**config.mk**
```make
export PLATFORM = sky130hd
export DESIGN_NAME = bus_arb_4
export DESIGN_NICKNAME = d
export VERILOG_FILES = /design/src/rtl/bus_arb_4_pkg.sv /design/src/rtl/bus_arb_4_rr_pick_4.sv /design/src/rtl/bus_arb_4.sv
export SDC_FILE = /design/constraint.sdc
export NUM_CORES = 1
export LEC_CHECK = 0
export ABC_AREA = 1
export ABC_CLOCK_PERIOD_IN_PS = 2250
export CORE_MARGIN = 5
export CORE_UTILIZATION = 58
export DETAILED_ROUTE_END_ITERATION = 6
export DONT_BUFFER_PORTS = 1
export MAX_ROUTING_LAYER = met4
export PLACE_DENSITY = 0.76
export SLEW_MARGIN = 10
export SYNTH_ARGS = -nofsm -noshare
export SYNTH_HDL_FRONTEND = slang
export SYNTH_SLANG_ARGS = --single-unit
```
**constraint.sdc**
```tcl
create_clock -name clk -period 2.25 [get_ports clk]
set_clock_uncertainty 0.15 [all_clocks]
set_input_delay 0.225 -clock clk [delete_from_list [all_inputs] [get_ports clk]]
set_output_delay 0.225 -clock clk [all_outputs]
set_load 0.01 [all_outputs]
```
**src/rtl/bus_arb_4_pkg.sv**
```systemverilog
// -----------------------------------------------------------------------------
// bus_arb_4_pkg
// Shared constants for the 4-requester bus arbiter:
//   - arb_state_e : arbiter FSM state encodings (IDLE=0, OWN=1, TURN=2)
//   - MAX_HOLD_DEFAULT : default maximum hold time, in cycles
//   - idx_to_onehot : converts a 2-bit owner index to a 4-bit one-hot grant
// -----------------------------------------------------------------------------
package bus_arb_4_pkg;

    typedef enum logic [1:0] {
        IDLE = 2'd0,
        OWN  = 2'd1,
        TURN = 2'd2
    } arb_state_e;

    localparam int unsigned MAX_HOLD_DEFAULT = 16;

    function automatic logic [3:0] idx_to_onehot(input logic [1:0] idx);
        logic [3:0] oh;
        oh      = 4'b0000;
        oh[idx] = 1'b1;
        return oh;
    endfunction

endpackage

```
**src/rtl/bus_arb_4_rr_pick_4.sv**
```systemverilog
// -----------------------------------------------------------------------------
// rr_pick_4
// Combinational round-robin picker for four requesters. The search starts at
// (last+1) mod 4 and walks upward with wrap; the first requester found wins.
// Ports:
//   req   [3:0] in  : request vector, bit i = requester i
//   last  [1:0] in  : index of the most recent winner (lowest priority now)
//   valid       out : at least one request present
//   idx   [1:0] out : winning requester index (equals last when valid=0)
// -----------------------------------------------------------------------------
module rr_pick_4 (
    input  logic [3:0] req,
    input  logic [1:0] last,
    output logic       valid,
    output logic [1:0] idx
);

    // cand[k] is the requester examined at search position k; rot[k] is its
    // request bit, so rot is req rotated to put the highest priority at 0.
    logic [1:0] cand [4];
    logic [3:0] rot;

    generate
        for (genvar gi = 0; gi < 4; gi++) begin : g_rot
            assign cand[gi] = 2'(last + 2'(gi + 1));
            assign rot[gi]  = req[cand[gi]];
        end
    endgenerate

    always_comb begin
        valid = |rot;
        idx   = last;
        // Walk from lowest to highest priority so the highest one present
        // is the last assignment and wins.
        for (int k = 3; k >= 0; k--) begin
            if (rot[k]) begin
                idx = cand[k];
            end
        end
    end

endmodule

```
**src/rtl/bus_arb_4.sv**
```systemverilog
// -----------------------------------------------------------------------------
// bus_arb_4
// Round-robin arbiter for a shared 16-bit bus with four requesters. The owner
// holds the bus until it pulses done, drops its request, or reaches MAX_HOLD
// cycles (forced release, flagged by timeout). Every release is followed by a
// one-cycle TURN state for bus turnaround before the next arbitration in IDLE.
// Parameters:
//   MAX_HOLD : maximum hold time in cycles (legal 2..255)
// Ports:
//   clk          in  : clock, rising edge
//   rst_n        in  : asynchronous active-low reset
//   req    [3:0] in  : level requests, bit i = requester i (mux leg A..D)
//   done   [3:0] in  : release pulses; only the current owner's bit matters
//   grant  [3:0] out : registered one-hot ownership, zero when no owner
//   sel    [1:0] out : registered select for the external 4:1 bus mux
//   busy         out : registered, high while a grant bit is high
//   timeout      out : registered one-cycle pulse on a forced release
// -----------------------------------------------------------------------------
module bus_arb_4
    import bus_arb_4_pkg::*;
#(
    parameter int unsigned MAX_HOLD = MAX_HOLD_DEFAULT
) (
    input  logic       clk,
    input  logic       rst_n,
    input  logic [3:0] req,
    input  logic [3:0] done,
    output logic [3:0] grant,
    output logic [1:0] sel,
    output logic       busy,
    output logic       timeout
);

    localparam logic [7:0] HOLD_LIMIT = 8'(MAX_HOLD - 1);

    arb_state_e state_q, state_d;
    logic [7:0] cnt_q, cnt_d;
    logic [1:0] last_q, last_d;
    logic [3:0] grant_q, grant_d;
    logic [1:0] sel_q, sel_d;
    logic       busy_q, busy_d;
    logic       timeout_q, timeout_d;

    logic       pick_valid;
    logic [1:0] pick_idx;

    logic       owner_done;
    logic       owner_req;
    logic       at_limit;

    rr_pick_4 u_pick (
        .req   (req),
        .last  (last_q),
        .valid (pick_valid),
        .idx   (pick_idx)
    );

    // sel_q is the owner index whenever the FSM is in OWN.
    assign owner_done = done[sel_q];
    assign owner_req  = req[sel_q];
    assign at_limit   = (cnt_q == HOLD_LIMIT);

    always_comb begin
        state_d   = state_q;
        cnt_d     = cnt_q;
        last_d    = last_q;
        grant_d   = grant_q;
        sel_d     = sel_q;
        busy_d    = busy_q;
        timeout_d = 1'b0;

        case (state_q)
            IDLE: begin
                if (pick_valid) begin
                    state_d = OWN;
                    cnt_d   = 8'd0;
                    grant_d = idx_to_onehot(pick_idx);
                    sel_d   = pick_idx;
                    busy_d  = 1'b1;
                    last_d  = pick_idx;
                end else begin
                    // sel keeps its value so the bus mux does not toggle.
                    grant_d = 4'b0000;
                    busy_d  = 1'b0;
                end
            end

            OWN: begin
                if (owner_done || !owner_req || at_limit) begin
                    state_d   = TURN;
                    cnt_d     = 8'd0;
                    grant_d   = 4'b0000;
                    busy_d    = 1'b0;
                    // Only a release the owner did not ask for is a timeout.
                    timeout_d = at_limit && !owner_done && owner_req;
                end else begin
                    // Exit at HOLD_LIMIT keeps this from ever wrapping.
                    cnt_d = cnt_q + 8'd1;
                end
            end

            TURN: begin
                state_d = IDLE;
            end

            default: begin
                state_d = IDLE;
                grant_d = 4'b0000;
                busy_d  = 1'b0;
            end
        endcase
    end

    always_ff @(posedge clk or negedge rst_n) begin
        if (!rst_n) begin
            state_q   <= IDLE;
            cnt_q     <= 8'd0;
            last_q    <= 2'd3;
            grant_q   <= 4'b0000;
            sel_q     <= 2'd0;
            busy_q    <= 1'b0;
            timeout_q <= 1'b0;
        end else begin
            state_q   <= state_d;
            cnt_q     <= cnt_d;
            last_q    <= last_d;
            grant_q   <= grant_d;
            sel_q     <= sel_d;
            busy_q    <= busy_d;
            timeout_q <= timeout_d;
        end
    end

    assign grant   = grant_q;
    assign sel     = sel_q;
    assign busy    = busy_q;
    assign timeout = timeout_q;

endmodule
```
==> metrics.yaml <==
report.final.hold_viol_count: 0
top_signal_layer_used: "met4"
finalCriticalPeriod_ns: 2.05
reg2reg_from: "last_q[0]$_DFFE_PN1P_"
post_synth_most_frequent_cells: "sky130_fd_sc_hd__nand2_1, sky130_fd_sc_hd__dfrtp_1, sky130_fd_sc_hd__inv_1"
power_frac_clock_pct: 11.2
yosys_warnings: 0
worst-path-buf-inv: 2
cell_leakage_power_nw: 0.684
p_int_mw: 0.894
critical_path.slowest_cell: "sky130_fd_sc_hd__dfstp_2"
power.combinational.fraction_pct: 55.7
sequential_share_of_the_synthesized_area_pct: 40.0
critPathTopFamily: "simple AND/OR/NAND/NOR gates"
cts-root-to-sink-buffers: 2
fp.dieH_um: 56.5
run_status: "completed"
finish.utilization_pct: 64.5
final_nets: 182
cell_by_cell_listing_of_the_critical_path: "inv_6 > nand2_2 > nand2_1 > nand2_2 > nand2_1 > nor2_1 > nand2_1 > nand2_2 > inv_1 > nand2_1 > nand2_1"
clkLatencyLatePin_ns: 0.30
setup_viol_count_final: 0
synthFlopType: "sky130_fd_sc_hd__dfrtp_1"
synth_enable_flop_cells: 0
met1Wirelength_mm: 1.01
ff_latch_area_um2: 503
synth_largest_type_area_fraction_pct: 35.9
top_level_pins: 18
root_buffer: "sky130_fd_sc_hd__clkbuf_4"
endpoint_kind: "flop"
worstPathMaxFanout: 11
clock_sinks: 20
drt.antenna.violating_nets: 0
min-delay-start: "req[0]"
tritoncts: "done"
post_synth_num_cell_types: 30
vias: 1039
route.detailed.drc: 0
port-buffer-count: 0
max-slew-margin-rel_pct: 42.1
route.detailed.wl_per_inst_um: 12.4
die_x_um: 56.5
met3_wirelength_um: 61
max_freq_mhz: 487
final_layout_size_suffix_gt1_share_pct: 17.6
unrepaired_setup_endpoints_after_global_routing: "no"
number_of_global_route_vias_before_repair: 956
async_flop_share_pct: 100
initial_utilization_pct: 62.1
finalWirelength_mm: 2.45
syn-mean-instance-area_um2: 7.52
grt_usage_pct: 16.2
finalSetupTns_ns: 0
fp-row-count: 16
multi_input_gate_area_in_the_final_layout_um2: 634
p_sw_share_pct: 51.2
power.sequential.fraction_pct: 33.1
dr.pass1.iters: 4
source_of_the_critical_timing_path: "last_q[0]$_DFFE_PN1P_"
maximum_number_of_pins_on_one_net_before_global_route_repair: 21
ys_seq_elements: 20
worstRegToRegCells: 11
cts_resized: 0
area_growth_syn_to_layout_pct: 3.88
max_cap_violations: 0
cp_data_required_time_ns: 2.29
cpPeakStageDelay_ns: 0.67
post_synth_inst_count: 167
maxSlewViolCount: 0
clk_transition_reported_paths_ns: 0.11
drt_iter0_drc: 33
post_drt_via_cell_ratio: 5.27
synth_area_leader_cell: "sky130_fd_sc_hd__dfrtp_1"
synth_area_leaders: "sky130_fd_sc_hd__dfrtp_1, sky130_fd_sc_hd__nand2_1, sky130_fd_sc_hd__nand3_1, sky130_fd_sc_hd__inv_1, sky130_fd_sc_hd__nand2_2"
synthMostInstantiatedCell: "sky130_fd_sc_hd__nand2_1"
routabilityCongestion: 0.860
post-dp-hpwl_mm: 1.93
worstSetupStartpointType: "flop"
min_period_over_period_pct: 91.2
cts-buffers-inserted: 3
wire_length_of_the_first_global_routing_pass_mm: 4.02
hold_wc_path_type: "in2reg"
fp.coreArea_um2: 2020
worst-slew-pin-transition_ns: 0.865
power.net_switching_mw: 0.937
ctsHtreeMaxLevel: 1
arrival_ns: 2.10
worst_hold_path.endpoint: "timeout$_DFF_PN0_"
power.ir.vdd_worst_mv: 0.706
power-per-cell-area_nw_per_um2: 1400
fillerInstances: 190
number_of_antenna_violations_at_the_first_check_in_global_routing: 0
post_synth_instance_area_um2: 1260
synth.net_count: 178
dr_wl_met2_mm: 1.34
gr-total-overflow: 0
hold_crit_depth: 4
critical_path_start_end_classification: "reg2reg"
critical-path-top-cell-by-count: "sky130_fd_sc_hd__nand2_1"
floorplan.die_area_um2: 3200
antenna-diode-count: 0
worst-r2r-setup-slack_ns: 0.20
r2r_end: "sel[0]$_DFFE_PN0P_"
[per-stage QoR]
step | worst slack, ns | total power [mW] | cell area, um2 | hold slack (ns) | std cells
final | 0.197 | 1.83 | 1310 | 0.0479 | 197
after global routing | 0.0150 | 1.99 | 1310 | 0.0698 | 197
after CTS | 0.219 | 1.84 | 1310 | 0.0391 | 197
after detailed placement | 0.240 | 1.62 | 1260 | -0.220 | 192
after global placement | 0.340 | 1.58 | 1260 | -0.220 | 192
after floorplan | 0.591 | 1.51 | 1260 | -0.221 | 167
[placed cells by master, fill, tap and decap left out, drive strengths merged]
cell,netlist,routed
xor2,5,5
ha,1,1
a21oi,2,2
nand2,66,66
o31ai,2,2
or2,1,1
clkbuf,0,4
nand4,2,2
dfrtp,18,18
o21ai,7,7
nor2,16,16
dlygate4sd3,0,1
nor3,1,1
dfstp,2,2
inv,21,21
nand3,17,17
o22ai,2,2
nand3b,1,1
clkinv,1,1
[logic make-up after synthesis]
group                    count (synthesis)  share of synthesized area [%]
AND/OR/NAND/NOR                        104                           38.6
XOR/XNOR                                 5                           3.49
AO/OA/AOI/OAI                           13                           7.37
buffers and inverters                   24                           9.46
flip-flops                              20                           40.0
adder cells (fa/ha/maj)                  1                          0.996
[worst reg2reg max path, delay by kind of cell, from the launching register on]
kind                   cells  cell delay, ns
AND/OR/NAND/NOR            9            0.92
flip-flops                 1            0.67
buffers and inverters      2            0.22
[how the worst max path moves through the flow]
stage | end | cells past startpoint
floorplan | cnt_q[0]$_DFFE_PN0P_ | 12
global placement | sel[0]$_DFFE_PN0P_ | 11
detailed placement | last_q[0]$_DFFE_PN1P_ | 11
CTS | last_q[0]$_DFFE_PN1P_ | 11
global route | last_q[0]$_DFFE_PN1P_ | 10
finish | sel[0]$_DFFE_PN0P_ | 11
[layer usage]
| metal | vias to the layer above | track usage [%] |
|---|---|---|
| met5 | - | - |
| li1 | 527 | - |
| met1 | 486 | 16.5 |
| met4 | 0 | 4.75 |
| met3 | 7 | 2.98 |
| met2 | 19 | 30.9 |
[sequential cells by signal (all words and copies together) (netlist names)]
signal	flops
last_q	2
state_q	2
busy	1
grant	4
cnt_q	8
sel	2
timeout	1
[timing repair]
item                       CTS  global route
hold endpoints to repair    20             0
setup endpoints to repair    0             0
hold buffers                 1             0
setup buffers                0             0
[final cells by class]
class	instances	share of cell area [%]
multi-input cells	123	48.6
repair buffers	1	0.767
clock buffers	4	2.78
well taps	27	2.59
flip-flops and latches	20	38.5
inverters	22	6.71
[power by group through the flow]
stage / clock network (mW) / registers, mW / logic (mW)
after floorplan: 0 / 0.566 / 0.941
after global placement: 0 / 0.606 / 0.974
after detailed placement: 0 / 0.615 / 1.01
after CTS: 0.213 / 0.608 / 1.02
after global routing: 0.224 / 0.620 / 1.15
final: 0.205 / 0.606 / 1.02
Note: power is estimated with default switching activity, not from simulation.
